==> config.mk <==
export PLATFORM = sky130hd
export DESIGN_NAME = mem_arbiter
export DESIGN_NICKNAME = d
export VERILOG_FILES = /design/src/rtl/mem_arbiter.sv
export SDC_FILE = /design/constraint.sdc
export NUM_CORES = 1
export LEC_CHECK = 0
export CORE_UTILIZATION = 62
export CTS_CLUSTER_SIZE = 16
export DETAILED_ROUTE_END_ITERATION = 12
export DONT_BUFFER_PORTS = 1
export PLACE_DENSITY = 0.77
export REMOVE_ABC_BUFFERS = 1
export SETUP_SLACK_MARGIN = 0.05
export SYNTH_ARGS = -nofsm -noshare
export SYNTH_HDL_FRONTEND = slang
export SYNTH_SLANG_ARGS = --single-unit
==> constraint.sdc <==
create_clock -name clk -period 4.2 [get_ports clk]
set_input_delay 0.84 -clock clk [delete_from_list [all_inputs] [get_ports clk]]
set_output_delay 0.84 -clock clk [all_outputs]
set_load 0.01 [all_outputs]
==> src/rtl/mem_arbiter.sv <==
// rtl/mem_arbiter.sv - byte-serial IF/MEM bus arbiter; define MEM_ARB_RR_EN for round-robin grant
module mem_arbiter #(
    parameter int ADDR_W = 32
) (
    input  logic              clk,
    input  logic              rst,
    input  logic              rdy,
    input  logic              if_req,
    input  logic [ADDR_W-1:0] if_addr,
    output logic [31:0]       if_data,
    output logic              if_done,
    input  logic              d_req,
    input  logic              d_we,
    input  logic [1:0]        d_len,
    input  logic [ADDR_W-1:0] d_addr,
    input  logic [31:0]       d_wdata,
    output logic [31:0]       d_rdata,
    output logic              d_done,
    input  logic [7:0]        ram_din,
    output logic [7:0]        ram_dout,
    output logic [ADDR_W-1:0] ram_a,
    output logic              ram_wr
);
    typedef enum logic [1:0] {IDLE, READ, WRITE, DONE} state_t;

    state_t            state_q, state_d;
    logic              own_d_q, own_d_d;
    logic              we_q, we_d;
    logic [ADDR_W-1:0] addr_q, addr_d;
    logic [2:0]        n_q, n_d;
    logic [2:0]        step_q, step_d;
    logic [31:0]       wdata_q, wdata_d;
    logic [31:0]       asm_q, asm_d;
    logic [ADDR_W-1:0] ram_a_q, ram_a_d;
    logic [7:0]        dout_q, dout_d;
    logic              wr_q, wr_d;
    logic              if_done_q, if_done_d;
    logic              d_done_q, d_done_d;
    logic [31:0]       if_data_q, if_data_d;
    logic [31:0]       d_rdata_q, d_rdata_d;
    logic              grant_d;
    logic [2:0]        len_n;
    logic [1:0]        cap_idx;
    logic [ADDR_W-1:0] step_ext;
`ifdef MEM_ARB_RR_EN
    logic              prefer_if_q, prefer_if_d;
`endif

`ifdef MEM_ARB_RR_EN
    assign grant_d = d_req && (!if_req || !prefer_if_q);
`else
    assign grant_d = d_req;
`endif

    assign step_ext = {{(ADDR_W-3){1'b0}}, step_q};
    // Byte captured at step s belongs to the address issued at step s-2.
    assign cap_idx  = step_q[1:0] - 2'd2;

    always_comb begin
        case (d_len)
            2'b00:   len_n = 3'd1;
            2'b01:   len_n = 3'd2;
            default: len_n = 3'd4;
        endcase
    end

    always_comb begin
        state_d   = state_q;
        own_d_d   = own_d_q;
        we_d      = we_q;
        addr_d    = addr_q;
        n_d       = n_q;
        step_d    = step_q;
        wdata_d   = wdata_q;
        asm_d     = asm_q;
        ram_a_d   = ram_a_q;
        dout_d    = dout_q;
        wr_d      = wr_q;
        if_done_d = 1'b0;
        d_done_d  = 1'b0;
        if_data_d = if_data_q;
        d_rdata_d = d_rdata_q;
`ifdef MEM_ARB_RR_EN
        prefer_if_d = prefer_if_q;
`endif
        case (state_q)
            IDLE: begin
                ram_a_d = '0;
                dout_d  = 8'h00;
                wr_d    = 1'b0;
                if (if_req || d_req) begin
                    own_d_d = grant_d;
                    addr_d  = grant_d ? d_addr : if_addr;
                    n_d     = grant_d ? len_n : 3'd4;
                    we_d    = grant_d & d_we;
                    wdata_d = d_wdata;
                    asm_d   = 32'h0;
                    step_d  = 3'd1;
                    ram_a_d = addr_d;
`ifdef MEM_ARB_RR_EN
                    prefer_if_d = grant_d;
`endif
                    if (we_d) begin
                        dout_d  = d_wdata[7:0];
                        wr_d    = 1'b1;
                        state_d = WRITE;
                    end else begin
                        state_d = READ;
                    end
                end
            end
            READ: begin
                ram_a_d = (step_q < n_q) ? addr_q + step_ext : '0;
                if (step_q >= 3'd2)
                    asm_d[{cap_idx, 3'b000} +: 8] = ram_din;
                if (step_q == n_q + 3'd1) begin
                    state_d   = DONE;
                    if_done_d = ~own_d_q;
                    d_done_d  = own_d_q;
                    if (own_d_q) d_rdata_d = asm_d;
                    else         if_data_d = asm_d;
                end else begin
                    step_d = step_q + 3'd1;
                end
            end
            WRITE: begin
                if (step_q < n_q) begin
                    ram_a_d = addr_q + step_ext;
                    dout_d  = wdata_q[{step_q[1:0], 3'b000} +: 8];
                    wr_d    = 1'b1;
                    step_d  = step_q + 3'd1;
                end else begin
                    ram_a_d   = '0;
                    dout_d    = 8'h00;
                    wr_d      = 1'b0;
                    state_d   = DONE;
                    if_done_d = ~own_d_q;
                    d_done_d  = own_d_q;
                end
            end
            DONE: begin
                if_data_d = 32'h0;
                d_rdata_d = 32'h0;
                state_d   = IDLE;
            end
            default: state_d = IDLE;
        endcase
    end

    always_ff @(posedge clk) begin
        if (rst) begin
            state_q   <= IDLE;
            own_d_q   <= 1'b0;
            we_q      <= 1'b0;
            addr_q    <= '0;
            n_q       <= 3'd0;
            step_q    <= 3'd0;
            wdata_q   <= 32'h0;
            asm_q     <= 32'h0;
            ram_a_q   <= '0;
            dout_q    <= 8'h00;
            wr_q      <= 1'b0;
            if_done_q <= 1'b0;
            d_done_q  <= 1'b0;
            if_data_q <= 32'h0;
            d_rdata_q <= 32'h0;
`ifdef MEM_ARB_RR_EN
            prefer_if_q <= 1'b0;
`endif
        end else if (rdy) begin
            state_q   <= state_d;
            own_d_q   <= own_d_d;
            we_q      <= we_d;
            addr_q    <= addr_d;
            n_q       <= n_d;
            step_q    <= step_d;
            wdata_q   <= wdata_d;
            asm_q     <= asm_d;
            ram_a_q   <= ram_a_d;
            dout_q    <= dout_d;
            wr_q      <= wr_d;
            if_done_q <= if_done_d;
            d_done_q  <= d_done_d;
            if_data_q <= if_data_d;
            d_rdata_q <= d_rdata_d;
`ifdef MEM_ARB_RR_EN
            prefer_if_q <= prefer_if_d;
`endif
        end
    end

    // A paused cycle must never strobe a write; the registers simply hold.
    assign ram_wr   = wr_q & rdy;
    assign ram_dout = ram_wr ? dout_q : 8'h00;
    assign ram_a    = ram_a_q;
    assign if_data  = if_data_q;
    assign if_done  = if_done_q;
    assign d_rdata  = d_rdata_q;
    assign d_done   = d_done_q;
endmodule
Word-level counts from Yosys, hierarchy flattened
Index checks and enable logic that the tools add are counted.
{"block": "op_classes", "eq_ne": 12, "add_sub_neg": 5, "bitwise_logic": 3, "order_cmp": 2, "shift": 3, "mux": 40, "n_reduce_logical": 17}
{"op": "32-bit two-way mux", "n": 9}
{"op": "32-bit one-hot mux with 2 select lines", "n": 4}
{"op": "32-bit by 3-bit adder with 32-bit output", "n": 1}
{"op": "32-bit bitwise mux", "n": 1}
{"op": "8-bit two-way mux", "n": 4}
{"op": "8-bit by 7-bit variable shift with 32-bit output (first input constant)", "n": 1}
{"op": "32-bit by 6-bit variable part select with 8-bit output", "n": 1}
{"op": "8-bit by 7-bit variable part select with 32-bit output", "n": 1}
{"op": "8-bit one-hot mux with 2 select lines", "n": 1}
{"op": "2-bit != test (second input constant)", "n": 7}
{"op": "3-bit two-way mux", "n": 4}
{"op": "4-bit AND reduction", "n": 3}
{"op": "3-bit one-hot mux with 3 select lines", "n": 1}
{"op": "2-bit two-way mux", "n": 4}
{"op": "2-bit one-hot mux with 4 select lines", "n": 1}
{"op": "2-bit nonzero test", "n": 4}
{"op": "1-bit two-way mux", "n": 7}
{"op": "5-bit negation with 7-bit output", "n": 1}
{"op": "3-bit by 1-bit adder with 3-bit output (second input constant)", "n": 2}
{"op": "1-bit one-hot mux with 2 select lines", "n": 3}
{"op": "3-bit one-hot mux with 2 select lines", "n": 1}
{"op": "3-bit AND reduction", "n": 2}
{"op": "5-bit AND reduction", "n": 1}
{"op": "2-bit by 1-bit equality test with 1-bit output (second input constant)", "n": 2}
{"op": "12 further kinds", "n": 16}
{"block": "word_totals", "output_inout_bits": 107, "register_bits": 212, "word_cells": 96, "input_bits": 112}

Depth between registers and ports, before layout
{"block": "logic_depth", "word_depth": 8, "mapped_depth": 11, "ltp_nobuf": 8}

Worst setup path before layout
OpenSTA, ideal clock, no wires.
{"block": "synth_path", "path_type": "register to register", "start": "reg step_q[1]", "end": "reg ram_a_q[14], in the netlist ram_a[14]", "t_arrival_ns": 2.780, "t_required_ns": 4.072, "path_buffers": 3, "synth_period_minus_slack_ns": 2.908, "setup_ns": 0.128, "slack_ns": 1.292, "stages_incl_launch_ff": 11, "path_cell_list": "dfxtp_1 -> buf_2 -> buf_1 -> inv_1 -> fa_1 -> and2b_1 -> o2111ai_1 -> clkbuf_1 -> o211a_1 -> o32ai_1 -> nor2_1"}
{"block": "synth_via", "elab_chain_len": 3, "elab_cells_between_ends": 4, "cone_classes": "add/sub: 1; order compare: 1; mux: 2"}
{"item": "from (decl)", "line": "31", "source": "logic [2:0] step_q, step_d;"}
{"item": "from (signal assigned)", "line": "176", "source": "step_q <= step_d;"}
{"item": "32-bit by 3-bit adder with 32-bit output / 3-bit less-than comparator (equally long branches)", "line": "113, 128, 127"}
{"item": "32-bit two-way mux (*)", "line": "113, 127"}
{"item": "32-bit one-hot mux with 2 select lines (*)", "line": "86", "source": "case (state_q)"}
{"item": "to (signal assigned)", "line": "179", "source": "ram_a_q <= ram_a_d;"}
{"item": "to (decl)", "line": "34", "source": "logic [ADDR_W-1:0] ram_a_q, ram_a_d;"}
Every way passes the cells marked *; elsewhere a longest branch is shown, timed or not.
A chain may end at the register's enable or synchronous reset.

Final worst setup path
{"block": "layout_path", "start": "reg step_q[1]", "end": "reg ram_a_q[28], in the netlist ram_a[28]"}
The elaborated chain is that of the path after synthesis.

==> impl_metrics.ini <==
[clock_tree]
cts_resized = 0
cts_hold_buf = 0
cts_tree = yes
cts.sinks = 212
clkTransAtPathRegs_ns = 0.06
clock_path_buffers = 3
clock_latency_ns = 0.51
cts_root_buf = clkbuf_16
cts_buffers = 22
h-tree-depth = 1
cts_setup_buffers = 0

[routing]
drtIter0Drc = 687
finalWirelength_um = 24900
drc_errors = 0
dr_wl_met2_um = 11400
top_layer = met4
antenna_left = 0
wl_per_cell_um = 18.4
vias = 8446
wl_met1_um = 10800
wl_met3_um = 2050
vias_per_cell = 6.22
first_pass_iters = 5

[layout]
diodes = 0
synthToLayoutAreaGrowth_pct = 6.32
drive_above_1_share_pct = 6.66
fin_nets = 1257
num-fill-cells = 1374
stdcell_area_mm2 = 0.0108
utilization_pct = 67.8

[synthesis]
yosys.cell_count.top_type = dfxtp_1
ys_top_cells_by_count = dfxtp_1, nor2_1, nand2_1
yosysTopAreaCell = dfxtp_1
synth_top_area_share_pct = 41.7
postSynthCellCount = 1192
synth_cell_types = 65
netlist_area_mm2 = 0.0102
yosys_warnings = 0
ys_async_sr_fraction_pct = 0
synth-edff-count = 0
yosysSeqAreaShare_pct = 41.7
synth_top_flop_cell = dfxtp_1
syn_area_per_cell_um2 = 8.53
synth_area_leaders = dfxtp_1, mux2i_1, nor2_1
ys_seq_elements = 212

[sta]
max_slew_margin_pct = 16.2
fmax_ghz = 0.314
worstMarginPinSlew_ns = 1.26
setup_tns_ns = 0
setup_viol = 0
finalClockSkew_ns = 0.0112
rsz0062_at_grt = false
period_share_pct = 75.9
whs_ns = 0.412
fin_crit_ns = 3.19
maxSlewViolCount = 0
worst_slack_ns = 1.01
timing.final.hold_violations = 0

[setup_path]
crit_fanout = 14
r2r-end = ram_a[28]
end_kind = flip-flop
worst_r2r_startpoint = step_q[1]
r2r_setup_slack_ns = 1.01
worstSetupPathType = reg -> reg
cp-start-kind = flip-flop
arrival_ns = 3.57
r2r_cells = 7
required_ns = 4.58

[power]
ir_worst_vdd_mv = 0.359
power_density_mw_per_mm2 = 453
power_leakage_nw = 3.83

[floorplanning]
initial_core_util_pct = 63.8
die_h_um = 130
num_rows = 46
die_area_mm2 = 0.0169
die_w_um = 130
io_pins = 219
core_area_mm2 = 0.0159

[grt]
grt_pass1_vias = 7869
antenna_found_initial = 0
grt_max_degree = 192
grt_pass1_wl_um = 39200
grt.overflow.total = 0
grt_usage_pct = 28.8

[worst_hold_path]
hold_path_depth = 1
min_to = wdata_q[14]
hold_start = rst
min_path_type = in -> reg

[placed_design]
gp_congestion = 0.849
io_buffers = 0
hpwl_um = 16300
place_ws_ns = 1.11
dpl_cell_area_mm2 = 0.0101

[status]
status = finished clean

[flow_run]
maxCapViolCount = 0
logic make-up after synthesis:
kind of cell | share of synthesized area [%]
XOR/XNOR | 2.05
AO/OA/AOI/OAI | 18.7
AND/OR/NAND/NOR | 19.0
multiplexers | 11.2
buffers and inverters | 4.81
adder cells (fa/ha/maj) | 2.41
flip-flops | 41.7
worst max-delay path, stage by stage (launching register included):
cell and delay, ns:
dfxtp_1 0.65, inv_1 0.19, fa_1 0.46, and2b_1 0.34, o2111ai_1 0.59, or3_1 0.58, a21oi_1 0.17, a211oi_1 0.09
how the worst max path moves through the flow:
stage          startpoint         to  slack, ns
6_report        step_q[1]  ram_a[28]       1.01
5_1_grt         step_q[2]  ram_a[25]       0.81
4_1_cts         step_q[1]  ram_a[30]       1.09
3_5_place_dp    step_q[2]  ram_a[25]       1.11
3_3_place_gp    step_q[1]  ram_a[28]       1.20
2_1_floorplan         rdy  addr_q[0]      -0.14
through the flow:
step	power, W	std cells
floorplan	0.00285	1093
global placement	0.00303	1318
detailed placement	0.00305	1318
CTS	0.00492	1357
global route	0.00510	1357
finish	0.00490	1357
state kept, by name, summed over array words and instances (netlist names):
name and count:
addr_q 32, asm_q 32, d_rdata 32, if_data 32
ram_a 32, wdata_q 32, dout_q 8, n_q 3
step_q 3, state_q 2, d_done 1, if_done 1
own_d_q 1, wr_q 1
power by group:
group	switching, W	total (W)	internal (W)
clock network	0.000785	0.00189	0.00110
registers	0.000136	0.00228	0.00214
logic	0.000460	0.000734	0.000274
total	0.00138	0.00490	0.00352
cells in the final DEF (no fill, tap or decap), types with 5 or more instances in the layout:
cell type	count
a22oi_1	46
xor2_1	11
xnor2_1	10
clkinv_2	5
a21oi_1	99
inv_1	19
mux2i_1	96
ha_1	18
o21ai_0	50
nor4_1	6
o32ai_1	6
and3_1	18
nand4_1	8
a211oi_1	44
clkbuf_16	23
dfxtp_1	212
nor3_1	17
clkbuf_1	7
nand3_1	44
o31a_1	5
buf_4	8
nor2_1	183
mux4_2	8
or2_2	5
nand2_1	109
routing by layer:
metal / global-route usage [%] / vias to the layer above
li1: - / 4107
met1: 37.4 / 3969
met2: 47.0 / 320
met3: 7.01 / 50
met4: 9.23 / 0
met5: 0 / -
final cells by class:
class	count	area, µm²	area share, %
multi-input cells	862	5450	50.4
repair buffers	9	80.1	0.741
clock inverters	7	62.6	0.579
clock buffers	32	629	5.82
inverters	19	71.3	0.660
well taps	216	270	2.50
flip-flops and latches	212	4240	39.3
No activity file was read; power rests on OpenSTA's default activity.
